$ cat src/rtl/arb_pkg.sv
// Shared types and helpers for the arbitration library.
// onehot2bin covers vectors up to OH_MAX_W bits, which bounds the arbiter width.
package arb_pkg;

  typedef enum logic {
    IDLE  = 1'b0,
    OWNED = 1'b1
  } arb_state_e;

  localparam int unsigned OH_MAX_W = 256;

  function automatic logic [7:0] onehot2bin(input logic [OH_MAX_W-1:0] oh);
    logic [7:0] bin;
    bin = '0;
    for (int i = 0; i < OH_MAX_W; i++) begin
      if (oh[i]) bin |= 8'(i);
    end
    return bin;
  endfunction

endpackage

$ cat src/rtl/bitscan.sv
// Fixed-priority pick: returns the lowest set bit of req_i as a one-hot vector.
module bitscan #(
  parameter int WIDTH = 16
) (
  input  logic [WIDTH-1:0] req_i,
  output logic [WIDTH-1:0] gnt_o
);

  // Two's complement isolates the lowest set bit; zero input gives zero output.
  assign gnt_o = req_i & (~req_i + WIDTH'(1));

endmodule

$ cat src/rtl/rr_lock_arbiter.sv
// Round-robin arbiter with grant locking and an optional bounded hold time.
// All outputs are registered; the pick is two bitscan stages plus a mux.
module rr_lock_arbiter
  import arb_pkg::*;
#(
  parameter  int WIDTH    = 16,
  parameter  int MAX_HOLD = 0,
  localparam int ID_W     = $clog2(WIDTH)
) (
  input  logic             clk,
  input  logic             rst,
  input  logic [WIDTH-1:0] req,
  output logic [WIDTH-1:0] grant,
  output logic             grant_valid,
  output logic [ID_W-1:0]  grant_id,
  output logic             preempt
);

  localparam int              HC_W       = (MAX_HOLD == 0) ? 1 : $clog2(MAX_HOLD + 1);
  localparam logic [HC_W-1:0] HOLD_LAST  = HC_W'((MAX_HOLD == 0) ? 0 : MAX_HOLD - 1);
  localparam bit              PREEMPT_EN = (MAX_HOLD != 0);
  localparam logic [WIDTH-1:0] LAST_RST  = {1'b1, {(WIDTH-1){1'b0}}};

  arb_state_e       state_q, state_d;
  logic [WIDTH-1:0] grant_q, grant_d;
  logic [WIDTH-1:0] last_q, last_d;
  logic [HC_W-1:0]  hold_q, hold_d;
  logic             preempt_q, preempt_d;
  logic             grant_valid_q;
  logic [ID_W-1:0]  grant_id_q;

  logic [WIDTH-1:0] cand, mask, masked, win_masked, win_full, winner;
  logic             owner_req, others;

  // The owner is excluded so a release or preemption always hands over to someone else.
  assign cand      = req & ~grant_q;
  assign mask      = ~((last_q << 1) - WIDTH'(1));
  assign masked    = cand & mask;
  assign owner_req = |(req & grant_q);
  assign others    = |cand;

  bitscan #(.WIDTH(WIDTH)) u_scan_masked (
    .req_i (masked),
    .gnt_o (win_masked)
  );

  bitscan #(.WIDTH(WIDTH)) u_scan_full (
    .req_i (cand),
    .gnt_o (win_full)
  );

  assign winner = (|masked) ? win_masked : win_full;

  // NOTE: every variable gets a default before the case so no path can infer a latch.
  always_comb begin
    state_d   = state_q;
    grant_d   = grant_q;
    last_d    = last_q;
    hold_d    = hold_q;
    preempt_d = 1'b0;
    case (state_q)
      IDLE: begin
        if (others) begin
          grant_d = winner;
          last_d  = winner;
          hold_d  = '0;
          state_d = OWNED;
        end
      end
      OWNED: begin
        if (!owner_req) begin
          // Release wins over a simultaneous hold expiry, so no preempt here.
          hold_d = '0;
          if (others) begin
            grant_d = winner;
            last_d  = winner;
          end else begin
            grant_d = '0;
            state_d = IDLE;
          end
        end else if (PREEMPT_EN && (hold_q == HOLD_LAST) && others) begin
          grant_d   = winner;
          last_d    = winner;
          hold_d    = '0;
          preempt_d = 1'b1;
        end else if (others && (hold_q != HOLD_LAST)) begin
          // Counting only under contention keeps a lone owner from ever expiring.
          hold_d = hold_q + HC_W'(1);
        end
      end
      default: state_d = IDLE;
    endcase
  end

  // NOTE: sequential state uses non-blocking assignments so all flops update together.
  always_ff @(posedge clk or posedge rst) begin
    if (rst) begin
      state_q       <= IDLE;
      grant_q       <= '0;
      last_q        <= LAST_RST;
      hold_q        <= '0;
      preempt_q     <= 1'b0;
      grant_valid_q <= 1'b0;
      grant_id_q    <= '0;
    end else begin
      state_q       <= state_d;
      grant_q       <= grant_d;
      last_q        <= last_d;
      hold_q        <= hold_d;
      preempt_q     <= preempt_d;
      grant_valid_q <= |grant_d;
      grant_id_q    <= ID_W'(onehot2bin(OH_MAX_W'(grant_d)));
    end
  end

  assign grant       = grant_q;
  assign grant_valid = grant_valid_q;
  assign grant_id    = grant_id_q;
  assign preempt     = preempt_q;

endmodule
$ cat config.mk
export PLATFORM = sky130hd
export DESIGN_NAME = rr_lock_arbiter
export DESIGN_NICKNAME = d
export VERILOG_FILES = /design/src/rtl/arb_pkg.sv /design/src/rtl/bitscan.sv /design/src/rtl/rr_lock_arbiter.sv
export SDC_FILE = /design/constraint.sdc
export NUM_CORES = 1
export LEC_CHECK = 0
export BUFFER_PORTS_ARGS = -buffer_cell sky130_fd_sc_hd__buf_4
export CORE_ASPECT_RATIO = 2
export CORE_UTILIZATION = 45
export CTS_CLUSTER_SIZE = 8
export DETAILED_ROUTE_END_ITERATION = 12
export GPL_TIMING_DRIVEN = 0
export PLACE_DENSITY_LB_ADDON = 0.25
export SLEW_MARGIN = 10
export SYNTH_ARGS = -nofsm -noshare
export SYNTH_HDL_FRONTEND = slang
export SYNTH_HIERARCHICAL = 1
export SYNTH_SLANG_ARGS = --single-unit
$ cat constraint.sdc
create_clock -name clk -period 5.5 [get_ports clk]
set_input_delay 0.55 -clock clk [delete_from_list [all_inputs] [get_ports clk]]
set_output_delay 0.55 -clock clk [all_outputs]
set_load 0.02 [all_outputs]
==> impl_metrics.py <==
metrics = {
    "outcome": {
        "status": "finished clean",
    },
    "sta": {
        "ratio_of_final_minimum_period_to_clock_period": 0.909,
        "rsz0062_at_grt": "false",
        "report.final.hold_viol_count": 0,
        "min_setup_slack_post_route_ps": 498,
        "tns_ps": 0,
        "layout_min_cycle_time_ps": 5000,
        "worst_margin_slew_ps": 792,
        "slew_viol_final": 0,
        "fmax_ghz": 0.200,
        "worst_slew_margin_rel": 0.471,
        "fin_skew_ps": 5.47,
        "setup_violations": 0,
    },
    "hold_path": {
        "hp-class": "in -> async",
    },
    "cells_and_area": {
        "final_core_utilization": 0.558,
        "areaGrowthSynthToFinish_pct": 19.7,
        "layout_cells_sized_above_1": 0.273,
        "instances_no_fill": 488,
        "antennaDiodeCount": 0,
        "postLayoutCellArea_um2": 3670,
        "finalNetCount": 418,
    },
    "cts": {
        "ctsLongestPathBuffers": 2,
        "cts_tree": "done",
        "clock_transition_at_path_regs_ps": 60,
        "cts_resized": 0,
        "numClockSinks": 37,
        "cts_post_setup_buffers_inserted": 0,
        "cts-root-buf": "sky130_fd_sc_hd__clkbuf_16",
        "cts_made_buffers": 5,
        "cts_hold_repair.buffers": 0,
        "htree_levels": 2,
        "worstSkewPairLatency_ps": 290,
    },
    "synth": {
        "count_of_flip_flops_with_a_built_in_enable_after_synthesis": 0,
        "synth_compound_area_frac": 0.167,
        "synth.distinct_cells": 58,
        "yosysWarnings": 6,
        "synth_mux_area_frac": 0.0531,
        "synthesis.area_um2": 3060,
        "ys_ff_latch": 37,
        "synthCells": 349,
        "synth_top_flop_cell": "sky130_fd_sc_hd__dfrtp_1",
        "synthXorXnorAreaFrac": 0.00858,
        "post_synth_and_or_nand_nor_area_fraction": 0.389,
        "synth_adder_area_share": 0.00409,
        "combinational_family_with_the_most_area_after_synthesis": "simple AND/OR/NAND/NOR gates",
        "postSynthAreaPerCell_um2": 8.77,
        "asyncSetResetFlopFracSynth": 1.00,
        "synth.yosys.seq_area_share": 0.302,
    },
    "placement": {
        "place_area_um2": 3480,
        "gp_routability_congestion": 0.952,
        "post-dp-hpwl_um": 8180,
        "preCtsSetupSlack_ps": 556,
        "placement.io_buffers": 38,
        "place.detailed.instances": 480,
    },
    "worst_setup_path": {
        "cp_num_buf_inv": 5,
        "critPathMostFrequentCell": "sky130_fd_sc_hd__or4_1",
        "timing.critical_path.from_type": "register",
        "crit_arrival_ps": 5150,
        "critPathSlowestCell": "sky130_fd_sc_hd__or4b_1",
        "critPathCaptureType": "register",
        "max_stage_delay_ps": 510,
        "critical_path_class": "reg -> reg",
        "cp_data_required_time_ps": 5650,
        "worstPathMaxFanout": 10,
        "crit_chain": "inv_1, ha_1, or4b_1, buf_2, or4_1, and3_4, or4_1, or4_1, buf_2, buf_6, a311oi_1, clkinv_1, or4_1, or4b_1",
        "cp_top_family": "simple AND/OR/NAND/NOR gates",
    },
    "drt": {
        "drtPass1Iterations": 5,
        "detail_route.drc_violations": 0,
        "antenna_violating_nets_post_route": 0,
        "routed-via-count": 3010,
        "routed_wire_length_per_instance_um": 20.7,
        "routed_wl_um": 10100,
        "dr.first_iter.drc_count": 133,
        "route.detailed.vias_per_inst": 6.17,
    },
    "floorplan": {
        "initial_utilization": 0.466,
        "num_io_pins": 40,
        "die_h_um": 119,
        "die_area_um2": 7160,
        "die_x_um": 60.3,
        "fp-row-count": 42,
        "coreArea_um2": 6570,
    },
    "global_routing": {
        "grt_max_degree": 38,
        "initial_antenna_violation_count": 0,
        "gr-max-usage-layer": "met2",
        "grtUsageMet1": 0.334,
        "grt_pass1_vias": 3066,
        "gr-usage-all-layers": 0.316,
        "total_overflow_reported_by_the_global_router": 0,
        "grt_use_met3": 0.0383,
        "globalRouteMet2Util": 0.563,
        "grt_first_pass_wirelength_um": 16300,
    },
    "power_and_ir_drop": {
        "power.ir.vdd_worst_mv": 0.440,
        "static_leakage_power_nw": 1.54,
        "power_density_nw_per_um2": 682,
    },
    "flow_run": {
        "drv.max_cap_violation_count": 0,
    },
}
kinds of logic (layout without fill, tap and decap cells):
family,count (synthesis),after routing
DFF,37,37
xor gates and xnor gates,3,3
and+or+nand+nor,181,181
buffers and inverters,44,90
AOI/OAI and AO/OA,66,66
adders and majority gates,1,1
other,1,6
muxes,16,16
Yosys cell counts, drive strengths merged (2+ instances only):
| cell type | instances | area, um^2 |
|---|---|---|
| dfrtp | 37 | 926 |
| nand2 | 25 | 93.8 |
| nor2 | 22 | 82.6 |
| or4 | 20 | 161 |
| o21ai | 19 | 95.1 |
| a22o | 18 | 158 |
| nor4 | 18 | 150 |
| inv | 17 | 63.8 |
| nand4 | 17 | 106 |
| buf | 15 | 116 |
| mux2i | 14 | 140 |
| a311o | 12 | 126 |
| nor2b | 12 | 75.1 |
| nor3 | 12 | 76.3 |
| clkbuf | 11 | 45.1 |
| or4b | 7 | 70.1 |
| nand2b | 6 | 37.5 |
| or3b | 6 | 52.6 |
| and2 | 5 | 36.3 |
| and3 | 5 | 43.8 |
| a22oi | 4 | 30.0 |
| a311oi | 4 | 35.0 |
| and2b | 4 | 35.0 |
| nand3 | 4 | 20.0 |
| nor3b | 4 | 30.0 |
| nor4b | 4 | 47.6 |
| or2 | 4 | 25.0 |
| or3 | 4 | 26.3 |
| a21oi | 2 | 10.0 |
| a221oi | 2 | 17.5 |
| and3b | 2 | 20.0 |
| mux2 | 2 | 22.5 |
| o31ai | 2 | 15.0 |
| xnor2 | 2 | 17.5 |
layout make-up:
type	instances	area, um^2
well taps	88	110
clock buffers	5	125
repair buffers	38	285
plain buffers	26	161
fillers	621	2900
clock inverters	3	65.1
flip-flops and latches	37	926
inverters	18	67.6
multi-input cells	273	1930
placed cells by master (no fill, tap or decap), types with 6 or more instances in the layout:
master	Yosys	layout
sky130_fd_sc_hd__buf_4	4	42
sky130_fd_sc_hd__dfrtp_1	37	37
sky130_fd_sc_hd__nand2_1	25	25
sky130_fd_sc_hd__nor2_1	22	22
sky130_fd_sc_hd__a22o_1	18	18
sky130_fd_sc_hd__or4_1	17	17
sky130_fd_sc_hd__nand4_1	17	17
sky130_fd_sc_hd__inv_1	17	16
sky130_fd_sc_hd__mux2i_1	14	14
sky130_fd_sc_hd__nor2b_1	12	12
sky130_fd_sc_hd__nor4_1	12	12
sky130_fd_sc_hd__o21ai_1	11	11
sky130_fd_sc_hd__clkbuf_1	10	10
sky130_fd_sc_hd__nor3_1	10	10
sky130_fd_sc_hd__o21ai_0	8	8
sky130_fd_sc_hd__a311o_1	7	7
sky130_fd_sc_hd__nand2b_1	6	6
sky130_fd_sc_hd__buf_2	6	6
sky130_fd_sc_hd__conb_1	1	6
sky130_fd_sc_hd__or3b_2	6	6
sky130_fd_sc_hd__nor4_2	6	6
metrics by stage:
stage | hold slack [ps] | total power, mW
final | 417 | 2.50
after CTS | 457 | 2.48
after floorplan | 469 | 1.60
after detailed placement | 534 | 2.09
after global routing | 521 | 2.66
after global placement | 523 | 2.07
per-layer routing:
layer / wire, um / vias to the layer above
li1: - / 1423
met1: 3450 / 1425
met2: 5700 / 114
met3: 353 / 48
met4: 609 / 0
met5: 0 / -
registers in the layout, summed over array words and instances (netlist names):
signal and cells:
last_q 15, grant 16, grant_id 4, grant_valid 1, state_q 1
worst paths after layout:
kind / slack [ps] / from / end / depth (start not counted)
min in group clk: 550 / last_q[12] / last_q[12] / 2
min: 420 / rst / last_q[14] / 2
min reg2reg: 550 / last_q[12] / last_q[12] / 2
max in group asynchronous: 4570 / rst / last_q[4] / 2
max reg2reg: 500 / last_q[0] / grant_id[0] / 14
max: 500 / last_q[0] / grant_id[0] / 14
power breakdown:
part,total (mW),internal [mW],switching [mW]
Combinational,1.67,0.626,1.05
Clock,0.375,0.259,0.116
Sequential,0.454,0.358,0.0957
Total,2.50,1.24,1.26
Power figures use the tool's default switching activity.
